**config.mk**
```make
export PLATFORM = sky130hd
export DESIGN_NAME = t09_update_sequencer
export DESIGN_NICKNAME = d
export VERILOG_FILES = /design/src/rtl/t09_update_pkg.sv /design/src/rtl/t09_prio_arbiter.sv /design/src/rtl/t09_update_sequencer.sv
export SDC_FILE = /design/constraint.sdc
export NUM_CORES = 1
export LEC_CHECK = 0
export CAP_MARGIN = 10
export CORE_MARGIN = 2
export CORE_UTILIZATION = 47
export CTS_CLUSTER_DIAMETER = 60
export CTS_CLUSTER_SIZE = 30
export DETAILED_ROUTE_END_ITERATION = 8
export PLACE_DENSITY_LB_ADDON = 0.12
export REMOVE_ABC_BUFFERS = 1
export SLEW_MARGIN = 20
export SYNTH_ARGS = -nofsm -noshare
export SYNTH_HDL_FRONTEND = slang
export SYNTH_HIERARCHICAL = 1
export SYNTH_SLANG_ARGS = --single-unit
export TNS_END_PERCENT = 1
```
**constraint.sdc**
```tcl
create_clock -name clk -period 4.6 [get_ports clk]
set_input_delay 1.38 -clock clk [delete_from_list [all_inputs] [get_ports clk]]
set_output_delay 1.38 -clock clk [all_outputs]
set_load 0.03 [all_outputs]
```
**src/rtl/t09_update_pkg.sv**
```systemverilog
`default_nettype none
// ============================================================================
// Module      : t09_update_pkg
// Description : State codes and mode constants for the update sequencer.
// Revision    : 1.0 - initial release
// ============================================================================
package t09_update_pkg;

    localparam logic [2:0] C_MODE_IDLE  = 3'd0;
    localparam logic [2:0] C_MODE_WAIT  = 3'd1;
    localparam logic [2:0] C_MODE_WRITE = 3'd2;
    localparam logic [2:0] C_MODE_DONE  = 3'd3;
    localparam logic [2:0] C_MODE_ERR   = 3'd4;

    typedef enum logic [2:0] {
        ST_IDLE  = C_MODE_IDLE,
        ST_WAIT  = C_MODE_WAIT,
        ST_WRITE = C_MODE_WRITE,
        ST_DONE  = C_MODE_DONE,
        ST_ERR   = C_MODE_ERR
    } state_t;

endpackage
`default_nettype wire

```
**src/rtl/t09_prio_arbiter.sv**
```systemverilog
`default_nettype none
// ============================================================================
// Module      : t09_prio_arbiter
// Description : Combinational fixed-priority select, lowest index wins.
// Revision    : 1.0 - initial release
// ============================================================================
module t09_prio_arbiter #(
    parameter int NUM_CH = 2
) (
    input  logic [NUM_CH-1:0] i_req,
    output logic [NUM_CH-1:0] o_grant
);

    // Two's-complement trick isolates the lowest set bit.
    assign o_grant = i_req & (~i_req + NUM_CH'(1));

endmodule
`default_nettype wire

```
**src/rtl/t09_update_sequencer.sv**
```systemverilog
`default_nettype none
// ============================================================================
// Module      : t09_update_sequencer
// Description : Multi-channel command sequencer issuing write beats with
//               stall handling. Define T09_UPD_TIMEOUT_EN to enable the
//               stall timeout (ERR state, timeout_err pulse).
// Revision    : 1.0 - initial release
// ============================================================================
module t09_update_sequencer
    import t09_update_pkg::*;
#(
    parameter int NUM_CH  = 2,
    parameter int CNT_W   = 9,
    parameter int TIMEOUT = 256
) (
    input  logic              clk,
    input  logic              rst,
    input  logic [NUM_CH-1:0] req,
    input  logic              pause,
    input  logic              cmd_finished,
    output logic              wr,
    output logic              cmd_done,
    output logic [NUM_CH-1:0] grant,
    output logic [2:0]        mode,
    output logic              busy,
    output logic [CNT_W-1:0]  beat_cnt,
    output logic              timeout_err
);

    state_t            r_state;
    state_t            w_state_nxt;
    logic [NUM_CH-1:0] r_grant;
    logic [CNT_W-1:0]  r_beat_cnt;
    logic [NUM_CH-1:0] w_arb_grant;
    logic              w_stall_hit;

    t09_prio_arbiter #(
        .NUM_CH (NUM_CH)
    ) u_arb (
        .i_req   (req),
        .o_grant (w_arb_grant)
    );

`ifdef T09_UPD_TIMEOUT_EN
    localparam int                 STALL_W     = $clog2(TIMEOUT);
    localparam logic [STALL_W-1:0] C_STALL_MAX = STALL_W'(TIMEOUT - 1);

    logic [STALL_W-1:0] r_stall;

    // Held at zero outside WAIT so every entry to WAIT starts a fresh count.
    always_ff @(posedge clk or posedge rst) begin
        if (rst) begin
            r_stall <= '0;
        end else if (r_state != ST_WAIT) begin
            r_stall <= '0;
        end else if (pause && !w_stall_hit) begin
            r_stall <= r_stall + STALL_W'(1);
        end
    end

    assign w_stall_hit = (r_stall == C_STALL_MAX);
    assign timeout_err = (r_state == ST_ERR);
`else
    assign w_stall_hit = 1'b0;
    assign timeout_err = 1'b0;
`endif

    always_ff @(posedge clk or posedge rst) begin
        if (rst) begin
            r_state <= ST_IDLE;
        end else begin
            r_state <= w_state_nxt;
        end
    end

    always_comb begin
        w_state_nxt = r_state;
        case (r_state)
            ST_IDLE: begin
                if (|req) begin
                    w_state_nxt = ST_WAIT;
                end
            end
            ST_WAIT: begin
                if (!pause) begin
                    w_state_nxt = ST_WRITE;
                end else if (w_stall_hit) begin
                    w_state_nxt = ST_ERR;
                end
            end
            ST_WRITE: begin
                w_state_nxt = cmd_finished ? ST_DONE : ST_WAIT;
            end
            default: begin
                w_state_nxt = ST_IDLE;
            end
        endcase
    end

    // Grant is only loaded from IDLE, so req changes mid-command are ignored.
    always_ff @(posedge clk or posedge rst) begin
        if (rst) begin
            r_grant    <= '0;
            r_beat_cnt <= '0;
        end else begin
            case (r_state)
                ST_IDLE: begin
                    if (|req) begin
                        r_grant    <= w_arb_grant;
                        r_beat_cnt <= '0;
                    end
                end
                ST_WRITE: begin
                    if (r_beat_cnt != {CNT_W{1'b1}}) begin
                        r_beat_cnt <= r_beat_cnt + CNT_W'(1);
                    end
                end
                ST_DONE, ST_ERR: begin
                    r_grant <= '0;
                end
                default: begin
                end
            endcase
        end
    end

    assign wr       = (r_state == ST_WRITE);
    assign cmd_done = (r_state == ST_DONE);
    assign busy     = (r_state != ST_IDLE);
    assign mode     = r_state;
    assign grant    = r_grant;
    assign beat_cnt = r_beat_cnt;

endmodule
`default_nettype wire

```
==> out/qor.yml, run 1 <==
drv_cap: 0
ctsResizeCount: 0
place_hpwl_mm: 1.140
fin_crit_sh_pct: 67.72
grt_pass1_vias: 605
hold_path.class: "flip-flop to flip-flop"
drive_above_1_share_pct: 8.163
dr.pass1.iters: 4
wl_per_cell_um: 12.96
synthFlopType: "dfrtp_1"
hold_viol: 0
ys_top_cells_by_area: "dfrtp_1 (45%), o21ai_0 (7.5%), mux2i_1 (4.1%), ha_1 (3.4%), buf_4 (3.1%)"
finalMaxSlewViolations: 0
critPathLaunchType: "flip-flop"
cts_tree: "yes"
initial_core_util_pct: 49.08
die_height_um: 43.43
p_leak_nw: 0.3890
cts_max_path_buffers: 2
via_count: 630
final_cell_area_um2: 958.4
die_width_um: 43.43
synth_cells: 77
min_period_ns: 3.115
fin_setup_tns_ns: 0
critical_path.max_fanout: 9
syn_area_um2: 730.7
fin_nets: 107
clock_latency_ns: 0.27
core_area_um2: 1489
async_flop_share_pct: 100.0
crit_chain: "or2_2 > clkdlybuf4s50_1"
seq_area_frac_synth_pct: 44.52
yosysTopAreaCell: "dfrtp_1"
cpMaxStageDelayCell: "clkdlybuf4s50_1"
outcome: "finished, final reports clean"
postRouteAntennaNets: 0
yosysWarnings: 6
pwr_density_cell_nw_per_um2: 487.2
row_count: 14
cp_top_family: "buffers and inverters"
overflow: 0
track_usage_pct: 17.75
dieArea_um2: 1886
grt_pass1_wl_mm: 2.470
syn_area_per_cell_um2: 9.490
final_common_cell: "clkdlybuf4s50_1"
path_class: "flip-flop to output port"
endpoint_kind: "output port"
setup_violations: 0
placed_cell_area_um2: 932.1
dpl.cell_count: 110
worst_pin_slew_ns: 0.6945
antenna_found_initial: 0
finalWirelength_mm: 1.478
max-vdd-ir-drop_uv: 326.2
synth_edf_count: 0
clk_pin_slew_ns: 0.08
antennaDiodeCount: 0
root_buffer: "clkbuf_4"
area_growth_pct: 31.16
grt_max_degree: 14
routed_via_density: 5.526
clock_sinks: 13
max_stage_delay_ns: 0.61
fin_skew_ns: 0.001740
multi_input_area_um2: 365.4
synth.distinct_cells: 27
layout_common_cells: "clkdlybuf4s50_1 (21), dfrtp_1 (13), o21ai_0 (11)"
drtIter0Drc: 2
crit_required_ns: 3.22
nFillCells: 122
instances_no_fill: 114
cts_hold_buf: 0
critPathBufInv: 1
cts_made_buffers: 3
timing.fmax_mhz: 321.0
io_buffers: 21
synth-seq-cells: 13
rsz0062_at_grt: "false"
register_area_um2: 325.3
place_congestion: 0.7203
drc: 0
synth_top_area_share_pct: 44.52
io_pins: 24
cts_max_level: 1
worstPathArrival_ns: 1.74
cts_setup_buffers: 0
relSlewSlack_pct: 53.35
-- layer usage --
metal / routed length (um) / share of wire (%) / global-route usage (%)
met5: 0 / 0 / 0
met4: 10 / 0.68 / 9.091
met3: 53 / 3.6 / 2.500
met2: 709 / 48 / 31.64
met1: 704 / 48 / 20.53
-- per-stage QoR --
stage                     hold slack [ns]  util (%)  worst slack (ns)  power, mW
final                              0.5389     64.37             1.485     0.4670
after global routing               0.5715     64.37             1.422     0.4948
after CTS                          0.5395     64.37             1.478     0.4705
after detailed placement           0.5205     62.61             1.688     0.3992
after global placement             0.5107     62.61             1.697     0.3966
after floorplan                    0.6911         -             2.069     0.3085
-- Yosys cell counts, drive strengths merged (2+ instances only) --
cell type  count
nor2           4
inv            3
o21ai         11
buf            5
or3            3
ha             2
nor2b          4
nand3          4
nor4           3
mux2           2
o21bai         3
dfrtp         13
mux2i          3
or2            2
nand2          3
a21oi          3
-- where the power goes --
group | total (mW) | internal [mW] | switching (mW)
clock | 0.0710 | 0.0335 | 0.0375
sequential | 0.161 | 0.135 | 0.0257
combinational | 0.235 | 0.0991 | 0.136
-- cell type report --
class | instances | area share [%]
inverter | 3 | 1.175
multi-input combinational | 57 | 38.12
tap | 16 | 2.089
sequential | 13 | 33.94
timing repair buffer | 21 | 21.93
clock buffer | 4 | 2.742
-- worst register-to-register path, stage by stage (launching register included) --
cell     delay, ns
dfrtp_1       0.42
ha_1          0.25
nand3_1       0.09
nor2_1        0.05
ha_1          0.19
or3b_1        0.45
or3_1         0.38
a21oi_1       0.14
-- sequential cells by signal, summed over array words and instances (netlist names) --
signal and flops:
beat_cnt 9, grant 2, mode 2
-- final timing paths --
kind | slack (ns) | cells past startpoint | startpoint | end
worst min-delay path | 0.54 | 1 | beat_cnt[8] | beat_cnt[8]
worst min register to register | 0.54 | 1 | beat_cnt[8] | beat_cnt[8]
max in group asynchronous | 2.83 | 2 | rst | beat_cnt[7]
min in group asynchronous | 1.43 | 2 | rst | mode[0]
worst max register to register | 2.56 | 7 | beat_cnt[0] | beat_cnt[4]
worst max-delay path | 1.48 | 2 | mode[0] | busy
-- cells by family (layout without fill, tap and decap cells) --
family                     after synthesis  count (layout)  synth area share, %
and+or+nand+nor                         28              28                22.26
AOI/OAI and AO/OA                       20              20                16.10
DFF                                     13              13                44.52
buffers and inverters                    8              28                5.993
muxes                                    5               5                7.192
adders and majority gates                2               2                3.424
other                                    1               2               0.5132
(Power assumes the default switching activity.)
==> run 2: changes to the inputs <==
Settings changed: CORE_UTILIZATION 47 to 39.
Clock period 4.6 ns to 2.6 ns, I/O delays scaled along.
==> out/qor.yml, run 2 (same netlist as run 1, synthesis figures left out) <==
finalPower_uw: 833.3  # was 467.0 uW
dpl.cell_count: 120  # was 110
rsz0062_at_grt: "false"  # unchanged
crit_required_ns: 1.82  # was 3.22 ns
dieArea_um2: 2236  # was 1886 um2
io_pins: 24  # unchanged
drive_above_1_share_pct: 9.091  # was 8.163%
track_usage_pct: 16.99  # was 17.75%
final_cell_area_um2: 979.7  # was 958.4 um2
min_period_ns: 2.520
die_height_um: 47.29  # was 43.43 um
worstPathArrival_ns: 1.74  # about the same
grt_pass1_vias: 572  # was 605
antenna_found_initial: 0  # unchanged
fin_nets: 108  # was 107
nFillCells: 170  # was 122
die_width_um: 47.29  # was 43.43 um
row_count: 15  # was 14
fin_crit_sh_pct: 96.92
drc: 0  # unchanged
timing.fmax_mhz: 396.8
cts_tree: "yes"  # unchanged
cts_made_buffers: 3  # unchanged
clock_sinks: 13  # unchanged
p_leak_nw: 0.4107  # was 0.3890 nW
worst_pin_slew_ns: 0.5176  # was 0.6945 ns
wl_per_cell_um: 12.69  # was 12.96 um
grt_max_degree: 14  # unchanged
pwr_density_cell_nw_per_um2: 850.5  # was 487.2 nW/um2
fin_setup_tns_ns: 0  # unchanged
core_area_um2: 1745  # was 1489 um2
outcome: "finished, final reports clean"  # unchanged
setup_violations: 0  # unchanged
initial_core_util_pct: 41.86  # was 49.08%
layout_common_cells: "clkdlybuf4s50_1 (20), dfrtp_1 (13), o21ai_0 (11)"  # was clkdlybuf4s50_1 (21), dfrtp_1 (13), o21ai_0 (11)
drtIter0Drc: 10  # was 2
postRouteAntennaNets: 0  # unchanged
critPathLaunchType: "flip-flop"  # unchanged
place_congestion: 0.7089  # was 0.7203
cts_setup_buffers: 0  # unchanged
antennaDiodeCount: 0  # unchanged
hold_viol: 0  # unchanged
dr.pass1.iters: 4  # unchanged
cts_max_level: 1  # unchanged
clock_latency_ns: 0.27  # about the same
path_class: "flip-flop to output port"  # unchanged
hold_path.class: "flip-flop to flip-flop"  # unchanged
relSlewSlack_pct: 65.46  # was 53.35%
overflow: 0  # unchanged
final_common_cell: "clkdlybuf4s50_1"  # unchanged
finalWirelength_mm: 1.574  # was 1.478 mm
place_hpwl_mm: 1.136  # was 1.140 mm
grt_pass1_wl_mm: 2.546  # was 2.470 mm
drv_cap: 0  # unchanged
area_growth_pct: 34.08  # was 31.16%
io_buffers: 21  # unchanged
instances_no_fill: 124  # was 114
critical_path.max_fanout: 9  # unchanged
routed_via_density: 5.185  # was 5.526
max-vdd-ir-drop_uv: 610.7  # was 326.2 uV
placed_cell_area_um2: 950.9  # was 932.1 um2
clk_pin_slew_ns: 0.08  # about the same
via_count: 643  # was 630
endpoint_kind: "output port"  # unchanged
root_buffer: "clkbuf_4"  # unchanged
cts_max_path_buffers: 2  # unchanged
fin_util_pct: 56.13  # was 64.37%
finalMaxSlewViolations: 0  # unchanged
largest_reg_flops: 9  # unchanged
fin_skew_ns: 0.002594  # was 0.001740 ns
## run 2: worst max-delay path, stage by stage, from the launching register on
cell	delay, ns
dfrtp_1	0.46
or2_2	0.39
clkdlybuf4s50_1	0.61
## run 2: final cells by class
type | count | area (um2) | area share (%)
Tap cell | 25 | 31.28 | 3.193
Clock buffer | 4 | 26.28 | 2.682
Timing Repair Buffer | 22 | 220.2 | 22.48
Sequential cell | 13 | 325.3 | 33.21
Inverter | 3 | 11.26 | 1.149
Multi-Input combinational cell | 57 | 365.4 | 37.29
## run 2: layer usage
layer  up-vias  part of all wire, %  GRT usage [%]
met5         -                    0              0
met3         4                  4.4          3.462
met2        22                   44          23.51
met1       301                   50          23.65
li1        316                    -              -
met4         0                  1.6          11.11
## run 2: metrics by stage
step / setup WS [ns] / hold slack (ns)
2_1_floorplan: 0.5387 / 0.6570
4_1_cts: 0.06379 / 0.5417
5_1_grt: 0.01534 / 0.5581
6_report: 0.08011 / 0.5408
3_5_place_dp: 0.2896 / 0.5261
3_3_place_gp: 0.3286 / 0.5161
## run 2: repair_timing
item                                    CTS  global route
hold buffers                              0             0
hold endpoints to repair                  0             0
gates resized for setup                   0             1
endpoints found under the setup margin    0             1
## run 2: worst paths after layout
path | start | end | slack [ns] | cells past startpoint
min in group asynchronous | rst | mode[0] | 0.83 | 2
setup / recovery | mode[0] | busy | 0.08 | 2
hold reg to reg | beat_cnt[8] | beat_cnt[8] | 0.54 | 1
hold / removal | beat_cnt[8] | beat_cnt[8] | 0.54 | 1
max in group asynchronous | rst | beat_cnt[4] | 1.43 | 2
setup reg to reg | beat_cnt[0] | beat_cnt[3] | 0.50 | 7
## run 2: report_power, final
| part | switching (mW) | leakage [nW] | internal (mW) |
|---|---|---|---|
| registers | 0.0473 | 0.175 | 0.239 |
| clock network | 0.0677 | 0.0150 | 0.0594 |
| logic | 0.242 | 0.221 | 0.178 |
